<file path="src/rtl/msk_gf4_mul_hpc3_pipe_pkg.sv">
// GF(4) arithmetic and HPC3 randomness-indexing helpers shared by the masked multiplier.
// Latency: n/a (functions only).
// Backpressure: n/a.
// Contents: gf4_mul, gf4_omega, hpc3_rnd_bits, hpc3_pair_idx.
package msk_gf4_pkg;

  // Polynomial basis {1,w}, w^2 = w + 1; bit0 is the coefficient of 1.
  function automatic logic [1:0] gf4_mul(input logic [1:0] x, input logic [1:0] y);
    logic [1:0] z;
    z[0] = (x[0] & y[0]) ^ (x[1] & y[1]);
    z[1] = (x[0] & y[1]) ^ (x[1] & y[0]) ^ (x[1] & y[1]);
    return z;
  endfunction

  // Multiplication by w: (x1,x0) -> (x1^x0, x1).
  function automatic logic [1:0] gf4_omega(input logic [1:0] x);
    return {x[1] ^ x[0], x[1]};
  endfunction

  // Two halves (r0, r1), each d(d-1) bits = d(d-1)/2 pairs of 2 bits.
  function automatic int hpc3_rnd_bits(input int d);
    return 2 * d * (d - 1);
  endfunction

  // Index of unordered share pair {i,j}, i != j; symmetric so r_ij = r_ji.
  function automatic int hpc3_pair_idx(input int i, input int j, input int d);
    int lo;
    int hi;
    lo = (i < j) ? i : j;
    hi = (i < j) ? j : i;
    return lo * d - (lo * (lo + 1)) / 2 + (hi - 1 - lo);
  endfunction

endpackage

</file>
<file path="src/rtl/msk_gf4_mul_hpc3_pipe_if.sv">
// Valid/ready bus of the masked GF(4) multiplier stage (operands, randomness, result).
// Latency: n/a (wiring only).
// Backpressure: in_ready is driven by the stage; out_ready by the consumer.
// Ports: in_valid/in_ready/in_mode/in_a/in_b/rnd upstream, out_valid/out_ready/out_z downstream.
interface msk_gf4_mul_hpc3_pipe_if #(
  parameter int d = 2,
  parameter int L = 1
);
  logic                     in_valid;
  logic                     in_ready;
  logic                     in_mode;
  logic [2*L*d-1:0]         in_a;
  logic [2*L*d-1:0]         in_b;
  logic [L*2*d*(d-1)-1:0]   rnd;
  logic                     out_valid;
  logic                     out_ready;
  logic [2*L*d-1:0]         out_z;

  modport master (
    output in_valid, in_mode, in_a, in_b, rnd, out_ready,
    input  in_ready, out_valid, out_z
  );

  modport slave (
    input  in_valid, in_mode, in_a, in_b, rnd, out_ready,
    output in_ready, out_valid, out_z
  );
endinterface

</file>
<file path="src/rtl/msk_gf4_mul_hpc3_pipe_lane.sv">
// One masked GF(4) lane: HPC3 gadget with d shares, optional omega pre-scale of a, internal a_prev.
// Latency: 1 cycle from i_en to o_z.
// Backpressure: every register loads only when i_en=1, otherwise holds; o_z is purely registered.
// Ports: clk, rst_n, i_en (load), i_mode (omega scale), i_a/i_b (bit k*d+s), i_rnd (r0|r1), o_z.
module msk_gf4_mul_hpc3_lane
  import msk_gf4_pkg::*;
#(
  parameter int d = 2
) (
  input  logic                   clk,
  input  logic                   rst_n,
  input  logic                   i_en,
  input  logic                   i_mode,
  input  logic [2*d-1:0]         i_a,
  input  logic [2*d-1:0]         i_b,
  input  logic [2*d*(d-1)-1:0]   i_rnd,
  output logic [2*d-1:0]         o_z
);
  localparam int NH = d * (d - 1);  // offset of r1 inside the lane slice

  logic [1:0] w_a       [d];
  logic [1:0] w_b       [d];
  logic [1:0] w_u_nxt   [d][d];
  logic [1:0] w_bpr_nxt [d][d];
  logic [1:0] w_acc     [d];
  logic [1:0] r_aprev   [d];
  logic [1:0] r_u       [d][d];
  logic [1:0] r_bpr     [d][d];

  // Unpack shares; omega scaling is linear so it is applied share-wise.
  always_comb begin
    for (int i = 0; i < d; i++) begin
      w_a[i] = {i_a[d+i], i_a[i]};
      if (i_mode) w_a[i] = gf4_omega(w_a[i]);
      w_b[i] = {i_b[d+i], i_b[i]};
    end
  end

  // Diagonal entries are unused and stay zero.
  always_comb begin
    for (int i = 0; i < d; i++) begin
      for (int j = 0; j < d; j++) begin
        w_u_nxt[i][j]   = '0;
        w_bpr_nxt[i][j] = '0;
        if (j != i) begin
          w_bpr_nxt[i][j] = w_b[j] ^ i_rnd[2*hpc3_pair_idx(i, j, d) +: 2];
          // The first off-diagonal j of each row (j2 == 0) also carries the a_i*b_i term.
          if ((j == 0) || (i == 0 && j == 1))
            w_u_nxt[i][j] = gf4_mul(w_a[i], w_b[i] ^ i_rnd[2*hpc3_pair_idx(i, j, d) +: 2])
                            ^ i_rnd[NH + 2*hpc3_pair_idx(i, j, d) +: 2];
          else
            w_u_nxt[i][j] = gf4_mul(w_a[i], i_rnd[2*hpc3_pair_idx(i, j, d) +: 2])
                            ^ i_rnd[NH + 2*hpc3_pair_idx(i, j, d) +: 2];
        end
      end
    end
  end

  always_ff @(posedge clk or negedge rst_n) begin
    if (!rst_n) begin
      for (int i = 0; i < d; i++) begin
        r_aprev[i] <= '0;
        for (int j = 0; j < d; j++) begin
          r_u[i][j]   <= '0;
          r_bpr[i][j] <= '0;
        end
      end
    end else if (i_en) begin
      for (int i = 0; i < d; i++) begin
        r_aprev[i] <= w_a[i];
        for (int j = 0; j < d; j++) begin
          r_u[i][j]   <= w_u_nxt[i][j];
          r_bpr[i][j] <= w_bpr_nxt[i][j];
        end
      end
    end
  end

  // Output compression uses registers only: no path from inputs to o_z.
  always_comb begin
    o_z = '0;
    for (int i = 0; i < d; i++) begin
      w_acc[i] = '0;
      for (int j = 0; j < d; j++) begin
        if (j != i) w_acc[i] = w_acc[i] ^ r_u[i][j] ^ gf4_mul(r_aprev[i], r_bpr[i][j]);
      end
      o_z[i]   = w_acc[i][0];
      o_z[d+i] = w_acc[i][1];
    end
  end

endmodule

</file>
<file path="src/rtl/msk_gf4_mul_hpc3_pipe.sv">
// Masked multi-lane GF(4) multiplier (HPC3, d shares) in a valid/ready pipeline stage, optional omega scale.
// Latency: 1 cycle from fire to out_valid/out_z; 1 transfer/cycle while out_ready=1.
// Backpressure: in_ready = ~out_valid | out_ready; stalled stage holds all shares and ignores rnd.
// Ports: clk, rst_n (async active-low), bus (slave modport: in_* / rnd / out_*).
module msk_gf4_mul_hpc3_pipe
  import msk_gf4_pkg::*;
#(
  parameter int d = 2,
  parameter int L = 1
) (
  input  logic                        clk,
  input  logic                        rst_n,
  msk_gf4_mul_hpc3_pipe_if.slave      bus
);
  localparam int RB = hpc3_rnd_bits(d);

  logic r_out_valid;
  logic w_fire;

  assign bus.in_ready  = ~r_out_valid | bus.out_ready;
  assign w_fire        = bus.in_valid & bus.in_ready;
  assign bus.out_valid = r_out_valid;

  // A fire while the old result retires keeps out_valid high (replace in place).
  always_ff @(posedge clk or negedge rst_n) begin
    if (!rst_n)             r_out_valid <= 1'b0;
    else if (w_fire)        r_out_valid <= 1'b1;
    else if (bus.out_ready) r_out_valid <= 1'b0;
  end

  for (genvar l = 0; l < L; l++) begin : g_lane
    msk_gf4_mul_hpc3_lane #(.d(d)) u_lane (
      .clk    (clk),
      .rst_n  (rst_n),
      .i_en   (w_fire),
      .i_mode (bus.in_mode),
      .i_a    (bus.in_a[l*2*d +: 2*d]),
      .i_b    (bus.in_b[l*2*d +: 2*d]),
      .i_rnd  (bus.rnd[l*RB +: RB]),
      .o_z    (bus.out_z[l*2*d +: 2*d])
    );
  end

endmodule

</file>
<file path="src/flat_wrapper.sv">
// flat-port wrapper written by rule: the top's interface ports become plain ports
module msk_gf4_mul_hpc3_pipe_flat import msk_gf4_pkg::*;
#(
  parameter int d = 2,
  parameter int L = 1
)
  (clk, rst_n, bus_in_valid, bus_in_mode, bus_in_a, bus_in_b, bus_rnd, bus_out_ready, bus_in_ready, bus_out_valid, bus_out_z);
  msk_gf4_mul_hpc3_pipe_if #(.d(d), .L(L)) bus_i ();
  input  logic clk;
  input  logic rst_n;
  input wire logic [$bits(bus_i.in_valid)-1:0] bus_in_valid;
  input wire logic [$bits(bus_i.in_mode)-1:0] bus_in_mode;
  input wire logic [$bits(bus_i.in_a)-1:0] bus_in_a;
  input wire logic [$bits(bus_i.in_b)-1:0] bus_in_b;
  input wire logic [$bits(bus_i.rnd)-1:0] bus_rnd;
  input wire logic [$bits(bus_i.out_ready)-1:0] bus_out_ready;
  output wire logic [$bits(bus_i.in_ready)-1:0] bus_in_ready;
  output wire logic [$bits(bus_i.out_valid)-1:0] bus_out_valid;
  output wire logic [$bits(bus_i.out_z)-1:0] bus_out_z;
  assign bus_i.in_valid = bus_in_valid;
  assign bus_i.in_mode = bus_in_mode;
  assign bus_i.in_a = bus_in_a;
  assign bus_i.in_b = bus_in_b;
  assign bus_i.rnd = bus_rnd;
  assign bus_i.out_ready = bus_out_ready;
  assign bus_in_ready = bus_i.in_ready;
  assign bus_out_valid = bus_i.out_valid;
  assign bus_out_z = bus_i.out_z;
  msk_gf4_mul_hpc3_pipe #(.d(d), .L(L)) u_core (.clk(clk), .rst_n(rst_n), .bus(bus_i));
endmodule
</file>
<file path="config.mk">
export PLATFORM = sky130hd
export DESIGN_NAME = msk_gf4_mul_hpc3_pipe_flat
export DESIGN_NICKNAME = d
export VERILOG_FILES = /design/src/rtl/msk_gf4_mul_hpc3_pipe_pkg.sv /design/src/rtl/msk_gf4_mul_hpc3_pipe_if.sv /design/src/rtl/msk_gf4_mul_hpc3_pipe_lane.sv /design/src/rtl/msk_gf4_mul_hpc3_pipe.sv /design/src/flat_wrapper.sv
export SDC_FILE = /design/constraint.sdc
export NUM_CORES = 1
export LEC_CHECK = 0
export CELL_PAD_IN_SITES_DETAIL_PLACEMENT = 1
export CELL_PAD_IN_SITES_GLOBAL_PLACEMENT = 2
export CORE_MARGIN = 4
export CORE_UTILIZATION = 32
export CTS_BUF_LIST = sky130_fd_sc_hd__clkbuf_8
export DETAILED_ROUTE_END_ITERATION = 8
export PLACE_DENSITY = 0.95
export SETUP_SLACK_MARGIN = 0.3
export SYNTH_ARGS = -nofsm -noshare
export SYNTH_HDL_FRONTEND = slang
export SYNTH_SLANG_ARGS = --single-unit
</file>
<file path="constraint.sdc">
create_clock -name clk -period 2.06 [get_ports clk]
set_clock_uncertainty 0.05 [all_clocks]
set_input_delay 0.206 -clock clk [delete_from_list [all_inputs] [get_ports clk]]
set_output_delay 0.206 -clock clk [all_outputs]
set_load 0.01 [all_outputs]
</file>
==> flow_summary.json, run 1 <==
{
  "reg2reg_from": "u_core.bus.out_valid",
  "syn-mean-instance-area_sq_um": 8.21,
  "ys.flop_type": "dfrtp_1",
  "numClockSinks": 13,
  "setup_viol": 0,
  "antenna_cells": 0,
  "drt_iter0_markers": 33,
  "clkSlewWorstSetupHoldPaths_ps": 60,
  "hold_path_class": "input port to async pin",
  "initial_core_util_pct": 34.8,
  "fin_ws_ps": 339,
  "dpl.hpwl_mm": 1.95,
  "p_per_area_nw_per_um2": 662,
  "min_period_over_period_pct": 83.5,
  "routed_wl_mm": 2.60,
  "cp_slowest_cell": "dfrtp_1",
  "portBuffers": 22,
  "fmax_mhz": 581,
  "drive_gt1_share_pct": 19.9,
  "critical_path_class": "flop to output pin",
  "max_cap_violations": 0,
  "io_pins": 23,
  "status": "completed",
  "yosysMostFrequentCell": "nand2_1",
  "die_area_sq_um": 4060,
  "grt_pass1_vias": 1019,
  "cts_root_buf": "clkbuf_8",
  "routabilityCongestion": 0.783,
  "ys_types": 34,
  "cts_tree": "built",
  "num_vias": 948,
  "insertion_delay_ps": 240,
  "yosysTopAreaCellShare_pct": 32.7,
  "hold_viol_final": 0,
  "die_w_um": 63.7,
  "drc_errors": 0,
  "syn_nets": 138,
  "required_ps": 1800,
  "overflow": 0,
  "cp-start-kind": "flop",
  "grt_pass1_wl_mm": 4.52,
  "ir_drop_v": 0.000186,
  "critPathMaxFanout": 2,
  "fp.dieH_um": 63.7,
  "critPathLaunch": "u_core.g_lane[0].u_lane.r_bpr[3]",
  "post_drt_via_cell_ratio": 5.21,
  "tightestPinTransition_ps": 602,
  "syn2layout_area_growth_pct": 42.2,
  "cellLeakagePower_nw": 0.643,
  "final_util_pct": 49.5,
  "grt_max_degree": 21,
  "yosysTopAreaCell": "dfrtp_1",
  "track_usage_pct": 13.7,
  "end_kind": "output pin",
  "antenna_found_initial": 0,
  "synth_edf_count": 0,
  "core_sq_um": 2850,
  "cts_buffer_depth": 2,
  "wire_per_inst_um": 14.3,
  "nets": 169,
  "dr.pass1.iters": 4,
  "antenna_left": 0,
  "syn_area_sq_um": 993,
  "finalMaxSlewViolations": 0,
  "cp_data_arrival_time_ps": 1460,
  "synthCells": 121,
  "synth_area_leaders": "dfrtp_1, nand2_1, xnor2_1, o21ai_0, nand2b_1",
  "rows": 19,
  "ys_seq_elements": 13,
  "ys_warn_count": 0,
  "cp_cell_sequence": "mux2_2 -> a22oi_2 -> xnor2_1 -> clkbuf_2",
  "preCtsSetupSlack_ps": -63.7,
  "slew_headroom_pct": 59.7,
  "rsz0062_at_grt": "true",
  "period_needed_ps": 1720,
  "max_stage_delay_ps": 370,
  "rrSetupSlack_ps": 830,
  "synthTopCellsByCount": "nand2_1, dfrtp_1, o21ai_0, nor2_1, xnor2_1",
  "cts_made_buffers": 3,
  "ys_seq_area_share_pct": 32.7,
  "ys_async_sr_fraction_pct": 100,
  "hold_ws_ps": 292,
  "htree_levels": 1
}
cell families (layout without fill, tap and decap cells):
family / count (synthesis) / count (layout) / synth area share (%)
XOR/XNOR: 14 / 14 / 13.9
AND/OR/NAND/NOR: 50 / 50 / 24.2
flip-flops: 13 / 13 / 32.7
buffers and inverters: 9 / 39 / 3.78
AO/OA/AOI/OAI: 31 / 31 / 21.2
multiplexers: 4 / 4 / 4.28
layout by cell type (no fill, tap or decap), types with 2 or more instances in the layout:
cell type	instances
nand2_1	22
dfrtp_1	13
o21ai_0	11
clkdlybuf4s50_1	11
buf_4	10
nor2_1	9
xnor2_1	6
nand2b_1	6
dlymetal6s2s_1	6
xnor2_2	3
xor2_1	3
or3_1	3
a31oi_1	3
clkbuf_8	3
mux2_2	2
and2_1	2
xor2_2	2
nand3b_1	2
o22a_2	2
o31ai_1	2
o22ai_1	2
inv_1	2
mux2i_1	2
dlygate4sd2_1	2
clkbuf_2	2
cell type report:
class                           instances  area [sq um]
Sequential cell                        13           325
Multi-Input combinational cell         99           662
Clock buffer                            3          41.3
Clock inverter                          1          3.75
Fill cell                             360          1440
Inverter                                1          3.75
Tap cell                               31          38.8
Timing Repair Buffer                   34           338
state kept, by name (all words and copies together), names as in the netlist:
signal / count
u_core.g_lane.u_lane.r_bpr: 4
u_core.g_lane.u_lane.r_aprev: 4
u_core.g_lane.u_lane.r_u: 4
u_core.bus.out_valid: 1
critical path: cells and delay by family (launching register included):
family          cells  cell delay, ps
mux                 1             350
xor+xnor            1             150
compound gates      1             190
buf+inv             1             160
flops               1             370
path summary, 6_finish.rpt:
check | endpoint | cells after the start
max | bus_out_z[3] | 4
min | u_core.g_lane[0].u_lane.r_bpr[5] | 1
max reg2reg | u_core.g_lane[0].u_lane.r_aprev[2] | 4
min reg2reg | u_core.g_lane[0].u_lane.r_u[2] | 2
max in group asynchronous | u_core.g_lane[0].u_lane.r_u[3] | 1
min in group clk | u_core.g_lane[0].u_lane.r_aprev[0] | 3
power breakdown:
part           total (mW)  internal, mW  switching [mW]
logic               0.375         0.198           0.177
clock network       0.226         0.132          0.0938
registers           0.335         0.297          0.0381
total               0.935         0.626           0.309
per-layer routing:
layer	GRT usage, %	wire length, um	share of wire [%]
met1	15.4	1180	45
met2	24.9	1260	48
met3	3.02	119	4.6
met4	5.39	46	1.8
met5	0	0	0
timing repair:
| item | 4_1_cts | 5_1_grt |
|---|---|---|
| endpoints found under the setup margin | 7 | 7 |
| pin swaps | 2 | 5 |
| hold buffers | 0 | 0 |
| gates cloned | 0 | 1 |
| gates resized for setup | 9 | 15 |
| buffers inserted | 2 | 0 |
stage by stage:
stage,instances,TNS (ps),total power [mW],area (sq um)
finish,182,0,0.935,1410
global route,182,0,1.01,1410
CTS,181,0,0.943,1370
detailed placement,175,-76.7,0.723,1300
global placement,175,0,0.706,1300
floorplan,121,0,0.543,993
Note: power is estimated with default switching activity, not from simulation.
==> run 2, diff against run 1 <==
--- a/config.mk
+++ b/config.mk
@@ -8,10 +8,10 @@
 export CELL_PAD_IN_SITES_DETAIL_PLACEMENT = 1
 export CELL_PAD_IN_SITES_GLOBAL_PLACEMENT = 2
 export CORE_MARGIN = 4
-export CORE_UTILIZATION = 32
+export CORE_UTILIZATION = 27
 export CTS_BUF_LIST = sky130_fd_sc_hd__clkbuf_8
 export DETAILED_ROUTE_END_ITERATION = 8
-export PLACE_DENSITY = 0.95
+export PLACE_DENSITY = 0.89
 export SETUP_SLACK_MARGIN = 0.3
 export SYNTH_ARGS = -nofsm -noshare
 export SYNTH_HDL_FRONTEND = slang
==> constraint.sdc (replaced) <==
create_clock -name clk -period 1.56 [get_ports clk]
set_clock_uncertainty 0.05 [all_clocks]
set_input_delay 0.156 -clock clk [delete_from_list [all_inputs] [get_ports clk]]
set_output_delay 0.156 -clock clk [all_outputs]
set_load 0.01 [all_outputs]
==> run 2 against run 1 <==
Against the previous run:
- the flow now finishes with violations (setup timing)
- final area up 21%
- via count rose by 15%
- critical path depth unchanged
- die area rose by 16%
- critical path type unchanged
- critical endpoint unchanged
- largest cell class unchanged
==> flow_summary.json, run 2 (synthesis results as in run 1) <==
{
  "status": "complete, but fails checks",
  "violations": "setup timing",
  "antenna_found_initial": 0,
  "fp.dieH_um": 68.7,
  "routed_wl_mm": 3.44,
  "drive_gt1_share_pct": 45.5,
  "syn2layout_area_growth_pct": 72.2,
  "n_fill_cell": 427,
  "max_cap_violations": 0,
  "cts_made_buffers": 3,
  "min_period_over_period_pct": 103,
  "drc_errors": 0,
  "final_util_pct": 49.7,
  "end_kind": "output pin",
  "max_stage_delay_ps": 390,
  "layout_commonest_cell": "buf_4",
  "grt_pass1_wl_mm": 5.42,
  "final_cell_mix": "buf_4, nand2_1, buf_6, dfrtp_1, o21ai_0",
  "fmax_mhz": 624,
  "dpl.hpwl_mm": 2.29,
  "critPathMaxFanout": 2,
  "tightestPinTransition_ps": 337,
  "postCtsHoldBufs": 0,
  "hold_viol_final": 0,
  "setup_viol": 1,
  "fin_tns_setup_ps": -41.4,
  "track_usage_pct": 15.4,
  "io_pins": 23,
  "fin_ws_ps": -41.4,
  "finalMaxSlewViolations": 0,
  "rsz0062_at_grt": "true",
  "cp_num_buf_inv": 1,
  "ir_drop_v": 0.000261,
  "dr.pass1.iters": 4,
  "antenna_cells": 0,
  "initial_core_util_pct": 28.9,
  "critPathTopFamily": "flip-flops",
  "portBuffers": 22,
  "cts_buffer_depth": 2,
  "post_drt_via_cell_ratio": 4.91,
  "final-instance-count-excl-fill": 222,
  "fin_area_sq_um": 1710,
  "dp_cells": 208,
  "nets": 194,
  "wire_per_inst_um": 15.5,
  "num_vias": 1090,
  "period_needed_ps": 1600,
  "antenna_left": 0,
  "grt_pass1_vias": 1185,
  "hold_ws_ps": 175,
  "die_area_sq_um": 4710,
  "cp_data_arrival_time_ps": 1400,
  "core_sq_um": 3440,
  "regArea_sq_um": 328,
  "numClockSinks": 13,
  "cts_tree": "built",
  "hold_path_class": "input port to async pin",
  "insertion_delay_ps": 240,
  "rows": 21,
  "finalPower_mw": 1.42,
  "drt_iter0_markers": 51,
  "cts_root_buf": "clkbuf_8",
  "grt_max_degree": 14,
  "clkSlewWorstSetupHoldPaths_ps": 60,
  "critical_path_class": "flop to output pin",
  "preCtsSetupSlack_ps": -537,
  "htree_levels": 1,
  "die_w_um": 68.7,
  "overflow": 0,
  "top_regs": "u_core.g_lane.u_lane.r_aprev (4), u_core.g_lane.u_lane.r_bpr (4), u_core.g_lane.u_lane.r_u (4)",
  "p_per_area_nw_per_um2": 833,
  "cp_slowest_cell": "dfrtp_1",
  "placedInstanceArea_sq_um": 1510,
  "multiInputGateArea_sq_um": 798,
  "slew_headroom_pct": 77.3,
  "cellLeakagePower_nw": 0.755,
  "cp-start-kind": "flop",
  "routabilityCongestion": 0.837,
  "cp_cell_sequence": "mux2_4 -> a22oi_2 -> xnor2_2 -> buf_2",
  "required_ps": 1350
}
-- run 2: changes by cell type in the layout (fill, tap and decap cells not counted), sizes merged --
cell           delta
buf              +35
clkdlybuf4s50     -6
dlygate4sd2       -1
clkdlybuf4s15     +2
dlymetal6s2s      -6
clkbuf            +1
-- run 2: layout make-up --
cell class	instances	area share, %
Tap cell	46	3.37
Clock inverter	1	0.219
Timing Repair Buffer	59	27.9
Sequential cell	13	19.2
Clock buffer	3	2.41
Multi-Input combinational cell	99	46.7
Inverter	1	0.219
-- run 2: per-layer routing --
metal | vias up | part of all wire [%] | global-route usage (%)
li1 | 534 | - | -
met1 | 520 | 36 | 15.8
met3 | 10 | 5.1 | 3.24
met5 | - | 0 | 0
met4 | 0 | 3.1 | 8.68
met2 | 26 | 55 | 28.5
-- run 2: worst paths after layout --
check | end | cells after the start | slack (ps) | startpoint
max in group asynchronous | u_core.g_lane[0].u_lane.r_aprev[3] | 2 | 1100 | rst_n
worst min-delay path | u_core.g_lane[0].u_lane.r_aprev[1] | 2 | 180 | rst_n
worst min register to register | u_core.g_lane[0].u_lane.r_u[2] | 2 | 490 | u_core.g_lane[0].u_lane.r_u[2]
worst max-delay path | bus_out_z[3] | 4 | -40 | u_core.g_lane[0].u_lane.r_bpr[3]
min in group clk | u_core.g_lane[0].u_lane.r_bpr[3] | 5 | 340 | bus_rnd[1]
worst max register to register | u_core.g_lane[0].u_lane.r_u[3] | 4 | 390 | u_core.bus.out_valid
-- run 2: worst reg2reg max path, cell delays in order (launching register included) --
cell	delay, ps
dfrtp_1	370
nand2b_1	130
and2_1	310
nor2_1	90
a31oi_1	150
-- run 2: power by group --
part           internal [mW]  switching, mW  total [mW]  leakage, nW
Combinational          0.370          0.298       0.668        0.576
Sequential             0.394         0.0596       0.453        0.153
Clock                  0.174          0.129       0.303       0.0269
Total                  0.938          0.486        1.42        0.755
-- run 2: repair_timing --
action	in CTS	in global routing
buffers inserted	8	1
pin swaps	22	11
resized for setup	73	18
gates cloned	1	0
setup endpoints to repair	11	9
==> run 3, diff against run 2 <==
--- a/config.mk
+++ b/config.mk
@@ -7,7 +7,7 @@
 export LEC_CHECK = 0
 export CELL_PAD_IN_SITES_DETAIL_PLACEMENT = 1
 export CELL_PAD_IN_SITES_GLOBAL_PLACEMENT = 2
-export CORE_MARGIN = 4
+export CORE_MARGIN = 2
 export CORE_UTILIZATION = 27
 export CTS_BUF_LIST = sky130_fd_sc_hd__clkbuf_8
 export DETAILED_ROUTE_END_ITERATION = 8
==> run 3 against run 2 <==
Against the previous run:
- the flow still finishes with violations (setup timing)
- utilization down 0.11 points
- die area shrank 11%
- setup slack lost 42 ps
- hold slack lost 59 ps
- critical path depth did not move
- sequential share of layout area is 0.90 points lower
- largest cell class unchanged
- largest power group unchanged
==> flow_summary.json, run 3 (synthesis results as in run 1) <==
{
  "intPower_mw": 0.953,
  "cellLeakagePower_nw": 0.782,
  "nets": 192,
  "dp_cells": 211,
  "preCtsSetupSlack_ps": -507,
  "finalMaxSlewViolations": 0,
  "fmax_mhz": 608,
  "p_sw_share_pct": 33.6,
  "max_cap_violations": 0,
  "layout_commonest_cell": "buf_4",
  "drc_errors": 0,
  "cts_tree": "built",
  "antenna_found_initial": 0,
  "slew_headroom_pct": 79.2,
  "die_w_um": 64.7,
  "final_util_pct": 49.6,
  "hold_ws_ps": 117,
  "rr_worst_depth": 4,
  "numClockSinks": 13,
  "fin_area_sq_um": 1790,
  "placedInstanceArea_sq_um": 1520,
  "antenna_left": 0,
  "final-instance-count-excl-fill": 222,
  "die_area_sq_um": 4180,
  "dpl.hpwl_mm": 2.27,
  "seq_power_share_pct": 31.5,
  "htree_levels": 1,
  "wire_per_inst_um": 13.7,
  "status": "complete, but fails checks",
  "fp.dieH_um": 64.7,
  "finalPower_mw": 1.43,
  "cp-start-kind": "flop",
  "drive_gt1_share_pct": 47.7,
  "hold_viol_final": 0,
  "violations": "setup timing",
  "cts_made_buffers": 3,
  "cts_root_buf": "clkbuf_8",
  "p_per_area_nw_per_um2": 802,
  "rows": 22,
  "grt_pass1_vias": 1132,
  "antenna_cells": 0,
  "netSwitchingPower_mw": 0.481,
  "overflow": 0,
  "ir_drop_v": 0.000265,
  "routabilityCongestion": 0.744,
  "clkPwrFrac_pct": 20.8,
  "drt_iter0_markers": 33,
  "initial_core_util_pct": 27.6,
  "routed_wl_mm": 3.05,
  "portBuffers": 22,
  "track_usage_pct": 15.7,
  "core_sq_um": 3610,
  "num_vias": 1052,
  "final_cell_mix": "buf_4, nand2_1, buf_6, dfrtp_1, o21ai_0",
  "end_kind": "output pin",
  "tightestPinTransition_ps": 311,
  "critPathMaxFanout": 2,
  "required_ps": 1350,
  "n_fill_cell": 403,
  "period_needed_ps": 1640,
  "rsz0062_at_grt": "true",
  "dr.pass1.iters": 3,
  "insertion_delay_ps": 250,
  "clkSlewWorstSetupHoldPaths_ps": 50,
  "fin_tns_setup_ps": -121,
  "top_regs": "u_core.g_lane.u_lane.r_aprev (4), u_core.g_lane.u_lane.r_bpr (4), u_core.g_lane.u_lane.r_u (4)",
  "cts_buffer_depth": 2,
  "post_drt_via_cell_ratio": 4.74,
  "power_frac_comb_pct": 47.7,
  "syn2layout_area_growth_pct": 80.0,
  "setup_viol": 2,
  "cp_data_arrival_time_ps": 1440,
  "min_period_over_period_pct": 105,
  "critical_path_class": "flop to output pin",
  "grt_pass1_wl_mm": 5.09,
  "grt_max_degree": 9,
  "io_pins": 23,
  "fin_ws_ps": -83.7,
  "hold_path_class": "input port to async pin"
}
run 3: cell types whose count changed in the layout (fill, tap and decap cells not counted), moves of 2 or more:
cell,before,now
buf_6,12,16
clkbuf_2,4,0
nand2b_1,5,2
nand2b_4,1,4
buf_4,27,22
buf_2,8,6
buf_8,0,2
clkdlybuf4s15_2,1,4
run 3: critical path: stages, from the launching register on:
cell	delay, ps
dfrtp_1	400
mux2_4	310
a22oi_2	210
xnor2_2	130
buf_2	150
run 3: routing by layer:
metal,up-vias,share of wire [%],GRT usage [%]
met5,-,0,0
met4,0,1.7,7.18
met3,5,3.1,2.26
met2,21,55,29.9
met1,496,40,16.9
li1,530,-,-
run 3: cell type report:
cell class,instances,area (sq um),area share (%)
inverters,1,3.75,0.210
repair buffers,57,519,29.0
clock buffers,3,41.3,2.31
flip-flops and latches,13,327,18.3
clock inverters,1,3.75,0.210
multi-input cells,99,833,46.6
well taps,48,60.1,3.36
run 3: repair_timing:
item / 4_1_cts / 5_1_grt
pin swaps: 24 / 13
hold buffers: 0 / 0
buffers inserted: 4 / 3
endpoints found under the setup margin: 12 / 9
resized for setup: 93 / 15
run 3: path summary, 6_finish.rpt:
check / slack [ps] / startpoint / end
setup reg to reg: 430 / u_core.bus.out_valid / u_core.g_lane[0].u_lane.r_u[5]
setup / recovery: -80 / u_core.g_lane[0].u_lane.r_bpr[3] / bus_out_z[3]
max in group asynchronous: 930 / rst_n / u_core.g_lane[0].u_lane.r_aprev[3]
min in group clk: 290 / bus_rnd[1] / u_core.g_lane[0].u_lane.r_bpr[3]
hold / removal: 120 / rst_n / u_core.g_lane[0].u_lane.r_u[2]
hold reg to reg: 470 / u_core.g_lane[0].u_lane.r_u[2] / u_core.g_lane[0].u_lane.r_u[2]
run 3: power groups by stage:
stage | sequential, mW | combinational, mW | clock (mW)
final | 0.452 | 0.685 | 0.298
after global routing | 0.460 | 0.752 | 0.320
after CTS | 0.449 | 0.640 | 0.306
after detailed placement | 0.445 | 0.611 | 0
after global placement | 0.440 | 0.583 | 0
after floorplan | 0.440 | 0.316 | 0
